**src/rtl/risc32_pkg.sv**
```systemverilog
// Shared Risc32 types and constants used by the fetch stage.
package risc32_pkg;

    localparam int unsigned INSTR_W = 32;
    localparam int unsigned XLEN    = 32;

    localparam logic [XLEN-1:0] DEFAULT_RESET_VECTOR = 32'h0000_0000;

    typedef struct packed {
        logic [INSTR_W-1:0] instr;
        logic [XLEN-1:0]    pc;
    } fetch_entry_t;

endpackage

```
**src/rtl/fetch_fifo.sv**
```systemverilog
// Prefetch FIFO of fetch entries with synchronous flush and a registered head.
// While empty, the head output keeps showing the last entry presented.
module fetch_fifo
    import risc32_pkg::*;
#(
    parameter int unsigned DEPTH = 4
) (
    input  logic                     clk,
    input  logic                     rst,
    input  logic                     push,
    input  fetch_entry_t             push_data,
    input  logic                     pop,
    input  logic                     flush,
    output logic [$clog2(DEPTH):0]   count,
    output fetch_entry_t             head
);

    localparam int unsigned PW = $clog2(DEPTH);

    fetch_entry_t    mem_q [DEPTH];
    fetch_entry_t    hold_q;
    logic [PW-1:0]   rd_ptr_q, wr_ptr_q;
    logic [PW:0]     count_q;
    logic            do_pop;

    assign do_pop = pop && (count_q != '0);
    assign count  = count_q;
    assign head   = (count_q != '0) ? mem_q[rd_ptr_q] : hold_q;

    always_ff @(posedge clk) begin
        if (push && !flush) begin
            mem_q[wr_ptr_q] <= push_data;
        end
    end

    always_ff @(posedge clk or posedge rst) begin
        if (rst) begin
            rd_ptr_q <= '0;
            wr_ptr_q <= '0;
            count_q  <= '0;
            hold_q   <= '0;
        end else begin
            hold_q <= head;
            if (flush) begin
                rd_ptr_q <= '0;
                wr_ptr_q <= '0;
                count_q  <= '0;
            end else begin
                if (push) begin
                    wr_ptr_q <= wr_ptr_q + 1'b1;
                end
                if (do_pop) begin
                    rd_ptr_q <= rd_ptr_q + 1'b1;
                end
                case ({push, do_pop})
                    2'b10:   count_q <= count_q + 1'b1;
                    2'b01:   count_q <= count_q - 1'b1;
                    default: ;
                endcase
            end
        end
    end

endmodule

```
**src/rtl/fetch_unit.sv**
```systemverilog
// Risc32 instruction fetch: PC, single outstanding imem request, prefetch FIFO, redirect flush.
// Define FETCH_PERF_EN to add the perf_fetched / perf_flushes counters.
module fetch_unit
    import risc32_pkg::*;
#(
    parameter int unsigned      DEPTH        = 4,
    parameter logic [XLEN-1:0]  RESET_VECTOR = DEFAULT_RESET_VECTOR
) (
    input  logic                clk,
    input  logic                rst,
    output logic                imem_req,
    output logic [XLEN-1:0]     imem_addr,
    input  logic [INSTR_W-1:0]  imem_rdata,
    input  logic                imem_valid,
    input  logic                redirect,
    input  logic [XLEN-1:0]     redirect_pc,
    output logic                instr_valid,
    output logic [INSTR_W-1:0]  instr,
    output logic [XLEN-1:0]     instr_pc,
    input  logic                instr_ready
`ifdef FETCH_PERF_EN
    ,
    output logic [31:0]         perf_fetched,
    output logic [31:0]         perf_flushes
`endif
);

    localparam int unsigned     CW        = $clog2(DEPTH) + 1;
    localparam logic [CW:0]     DEPTH_LIM = (CW + 1)'(DEPTH);

    logic [XLEN-1:0]  fetch_pc_q, fetch_pc_d, req_pc_q;
    logic             inflight_q, started_q;
    logic [CW-1:0]    count;
    logic [CW:0]      occupancy;
    logic             issue, push, pop;
    fetch_entry_t     push_data, head;

    assign occupancy = {1'b0, count} + {{CW{1'b0}}, inflight_q};

    // started_q holds off the first request until the first edge after reset release.
    assign issue     = !rst && started_q && !redirect && (occupancy < DEPTH_LIM);
    assign push      = imem_valid && inflight_q && !redirect;
    assign pop       = instr_valid && instr_ready;

    assign imem_req  = issue;
    assign imem_addr = fetch_pc_q;

    assign push_data = '{instr: imem_rdata, pc: req_pc_q};

    assign instr_valid = (count != '0);
    assign instr       = head.instr;
    assign instr_pc    = head.pc;

    always_comb begin
        fetch_pc_d = fetch_pc_q;
        if (redirect) begin
            fetch_pc_d = redirect_pc & 32'hFFFF_FFFC;
        end else if (issue) begin
            fetch_pc_d = fetch_pc_q + 32'd4;
        end
    end

    // Fixed one-cycle memory latency: whatever was in flight resolves this cycle.
    always_ff @(posedge clk or posedge rst) begin
        if (rst) begin
            fetch_pc_q <= RESET_VECTOR;
            req_pc_q   <= '0;
            inflight_q <= 1'b0;
            started_q  <= 1'b0;
        end else begin
            fetch_pc_q <= fetch_pc_d;
            inflight_q <= issue;
            started_q  <= 1'b1;
            if (issue) begin
                req_pc_q <= fetch_pc_q;
            end
        end
    end

    fetch_fifo #(
        .DEPTH (DEPTH)
    ) u_fifo (
        .clk       (clk),
        .rst       (rst),
        .push      (push),
        .push_data (push_data),
        .pop       (pop),
        .flush     (redirect),
        .count     (count),
        .head      (head)
    );

`ifdef FETCH_PERF_EN
    logic [31:0] perf_fetched_q, perf_flushes_q;

    always_ff @(posedge clk or posedge rst) begin
        if (rst) begin
            perf_fetched_q <= '0;
            perf_flushes_q <= '0;
        end else begin
            if (pop) begin
                perf_fetched_q <= perf_fetched_q + 32'd1;
            end
            if (redirect) begin
                perf_flushes_q <= perf_flushes_q + 32'd1;
            end
        end
    end

    assign perf_fetched = perf_fetched_q;
    assign perf_flushes = perf_flushes_q;
`endif

endmodule

```
**config.mk**
```make
export PLATFORM = sky130hd
export DESIGN_NAME = fetch_unit
export DESIGN_NICKNAME = d
export VERILOG_FILES = /design/src/rtl/risc32_pkg.sv /design/src/rtl/fetch_fifo.sv /design/src/rtl/fetch_unit.sv
export SDC_FILE = /design/constraint.sdc
export NUM_CORES = 1
export LEC_CHECK = 0
export BUFFER_PORTS_ARGS = -buffer_cell sky130_fd_sc_hd__buf_2
export CORE_MARGIN = 2
export CORE_UTILIZATION = 30
export CTS_BUF_LIST = sky130_fd_sc_hd__clkbuf_8
export CTS_CLUSTER_DIAMETER = 100
export DETAILED_ROUTE_END_ITERATION = 16
export HOLD_SLACK_MARGIN = 0.05
export PLACE_DENSITY = 0.46
export SLEW_MARGIN = 20
export SYNTH_ARGS = -nofsm -noshare
export SYNTH_HDL_FRONTEND = slang
export SYNTH_SLANG_ARGS = --single-unit
```
**constraint.sdc**
```tcl
create_clock -name clk -period 9.17 [get_ports clk]
set_clock_uncertainty 0.2 [all_clocks]
set_input_delay 1.834 -clock clk [delete_from_list [all_inputs] [get_ports clk]]
set_output_delay 1.834 -clock clk [all_outputs]
set_load 0.01 [all_outputs]
```
==> metrics.md <==
| Metric | Value |
|---|---|
| Placer congestion estimate | `0.776` |
| DRT antenna net count | `0` |
| PD cells | `257 nW/um2` |
| Seq/Total Area, Yosys | `between 70% and 80%` |
| Cell chain of the critical path | `buf_2 > buf_4 > or4b_1 > a31o_2 > buf_4 > clkinv_2 > buf_4 > buf_2` |
| Outcome | `completed` |
| Post-synth EDFFs | `248` |
| Ports | `about 170` |
| Hold buffer count at cts | `0` |
| Yosys cell types | `47` |
| Vert. Die Dim | `approximately 230 um` |
| RSZ-0062 raised after global routing | `false` |
| Fmax | `approximately 160 MHz` |
| DRT iter0 DRCs | `475` |
| Slew HR | `29.7%` |
| Main area contributors after synthesis | `edfxtp_1 (51%), dfrtp_1 (23%), mux4_2 (9.5%), nand2_1 (7.8%), o21ai_0 (0.78%)` |
| I/O Buffers | `162` |
| Max clock buf depth | `3` |
| Detailed Route WL | `between 30 and 40 mm` |
| Drt wl/cell | `18.6 um` |
| Placed insts | `about 1.8k` |
| Core area | `slightly below 50000 um2` |
| Share of layout cells above drive strength 1 | `27.5%` |
| Total gr overflow | `0` |
| Top_reg_cell synth | `edfxtp_1` |
| Leakage | `between 7 and 8 nW` |
| Initial Util | `just over 30%` |
| CTS sink count | `~380` |
| Flop and latch count out of synthesis | `roughly 380` |
| Average size of a mapped cell | `between 10 and 15 um2` |
| Synthesized area | `between 10000 and 15000 um2` |
| Initial antenna violation count | `1` |
| Type of the worst min-delay path | `reg -> reg` |
| Mapped Cells | `a little under 1k` |
| Clock slew seen by the registers of the worst setup and hold paths | `approximately 0.05 ns` |
| Clock Latency Late Sink | `0.62 ns` |
| Area grow syn2layout | `19.4%` |
| # setup viols final | `0` |
| Top cell type's share of synthesized area | `~50%` |
| Fin cells | `1898` |
| First-pass GRT wire length | `54.5 mm` |
| Final setup TNS | `0 ns` |
| Max-slew violation count | `0` |
| Num rows | `between 80 and 90` |
| Die area | `roughly 51000 um2` |
| Number of remaining DRC errors | `0` |
| Worst setup EP type | `output port` |
| Worst setup SP type | `input pin` |
| Total number of H-tree levels | `3` |
| Ys async rst share | `between 30% and 40%` |
| Post-CTS sizing | `0` |
| CP max-delay cell | `or4b_1` |
| Post-CTS setup buffer count | `0` |
| Yosys Warn Count | `0` |
| Fin. Hold Viols | `0` |
| Final worst-path cycle share | `between 60 and 70%` |
| Crit path kind | `in -> out` |
| Die width | `226 um` |
| Routed vias | `8631` |
| Most frequent cell on the critical path | `buf_4` |
| Critical path's largest stage delay | `0.59 ns` |
| Max-cap violations | `0` |
| Critical Path Fanout Max | `56` |
| Vias in the first global route | `around 9.1k` |
| Worst Path Arrival | `4.18 ns` |
| HPWL after detailed placement | `between 20 and 25 mm` |
| Layout Nets | `1251` |
| Vias/cell | `4.55` |
| Worst VDD drop | `around 90 uV` |
| Clock root buffer | `clkbuf_8` |
| TritonRoute pass-1 iters | `4` |
| Largest net degree at the start of global routing | `80` |
| Total track usage | `14.4%` |
| Worst-Margin Slew | `around 1.1 ns` |
| Total power | `roughly 4.5 mW` |
| Num CTS Buffers | `between 60 and 70` |
| CP required | `slightly above 7 ns` |
| CTS tree | `built` |
| Minimum clock period | `around 6.2 ns` |
| Synth area leader | `edfxtp_1` |
==> report_power, final <==
part	switching [mW]	total (mW)	internal (mW)	leakage (nW)
Combinational	0.494	0.800	0.307	2.30
Clock	0.693	1.54	0.846	0.812
Sequential	0.135	2.19	2.05	3.90
Total	1.32	4.53	3.21	7.01
==> logic make-up after synthesis <==
kind of cell             synth area share, %
AO/OA/AOI/OAI                           3.32
buffers and inverters                   1.99
flip-flops                              73.2
adder cells (fa/ha/maj)                0.561
other                                 0.0510
multiplexers                            9.62
XOR/XNOR                               0.357
AND/OR/NAND/NOR                         10.9
==> critical path: cells and delay by family <==
family / cells / cell delay [ns]
AO/OA/AOI/OAI: 1 / 0.23
buffers and inverters: 6 / 1.46
AND/OR/NAND/NOR: 1 / 0.59
==> flip-flops by register name (all words and copies together) (netlist names), 2 cells and up <==
| signal | cells |
|---|---|
| u_fifo.count | 3 |
| u_fifo.mem_q | 248 |
| req_pc_q | 30 |
| u_fifo.rd_ptr_q | 2 |
| u_fifo.hold_q | 64 |
| u_fifo.wr_ptr_q | 2 |
| imem_addr | 30 |
==> final cells by class <==
| cell class | count | area [um2] |
|---|---|---|
| Fill cell | 4737 | 31200 |
| Sequential cell | 381 | 10800 |
| Multi-Input combinational cell | 537 | 3680 |
| Clock buffer | 76 | 1050 |
| Timing Repair Buffer | 174 | 901 |
| Tap cell | 664 | 831 |
| Clock inverter | 52 | 293 |
| Inverter | 13 | 55.1 |
| Antenna cell | 1 | 2.50 |
==> stage by stage <==
step	utilization [%]	cell area (um2)	worst slack [ns]	hold WS, ns
global route	36.1	17600	2.82	0.276
detailed placement	33.3	16200	2.92	0.248
finish	36.1	17600	2.95	0.256
global placement	33.3	16200	2.91	0.244
floorplan	-	14700	3.58	0.276
CTS	36.1	17600	2.92	0.261
==> cells in the mapped netlist, types with 3 or more instances <==
| cell | number |
|---|---|
| nand2_1 | 305 |
| edfxtp_1 | 248 |
| dfrtp_1 | 133 |
| mux4_2 | 62 |
| clkbuf_1 | 26 |
| o21ai_0 | 23 |
| nand3_1 | 20 |
| nor2_1 | 20 |
| buf_2 | 14 |
| nand4_1 | 13 |
| inv_1 | 12 |
| o211ai_1 | 9 |
| and2_1 | 8 |
| buf_1 | 7 |
| a221o_1 | 6 |
| nor3_1 | 6 |
| a31oi_1 | 5 |
| buf_4 | 5 |
| ha_1 | 5 |
| a21o_1 | 4 |
| a21oi_1 | 4 |
| a31o_2 | 4 |
| o311ai_1 | 4 |
| or3_1 | 4 |
| xor2_1 | 4 |
| nor4_1 | 3 |
| o21ai_1 | 3 |
==> placed cells by master (no fill, tap or decap), types with 5 or more instances in the layout <==
| cell | n |
|---|---|
| nand2_1 | 305 |
| edfxtp_1 | 248 |
| buf_2 | 162 |
| dfrtp_1 | 131 |
| clkbuf_8 | 76 |
| mux4_2 | 62 |
| inv_1 | 48 |
| o21ai_0 | 23 |
| nand3_1 | 20 |
| nor2_1 | 19 |
| nand4_1 | 13 |
| buf_4 | 12 |
| o211ai_1 | 9 |
| a221o_1 | 6 |
| nor3_1 | 5 |
| a31oi_1 | 5 |
| ha_1 | 5 |
| clkinv_1 | 5 |
==> metal layers <==
metal,GRT usage (%),vias up,routed length [um]
li1,-,3997,-
met1,19.3,4355,16100
met2,22.4,219,16600
met3,3.30,60,1800
met4,6.13,0,847
met5,0,-,0
==> worst paths after layout <==
path | start | to | slack (ns) | cells after the start
worst min-delay path | u_fifo.hold_q[7] | u_fifo.hold_q[7] | 0.26 | 2
worst max register to register | u_fifo.count[0] | u_fifo.count[2] | 4.92 | 11
worst max-delay path | redirect | imem_req | 2.95 | 8
worst min register to register | u_fifo.hold_q[7] | u_fifo.hold_q[7] | 0.26 | 2
min in group asynchronous | rst | u_fifo.hold_q[6] | 1.20 | 2
max in group asynchronous | rst | req_pc_q[15] | 6.25 | 3
No activity file was read; power rests on OpenSTA's default activity.
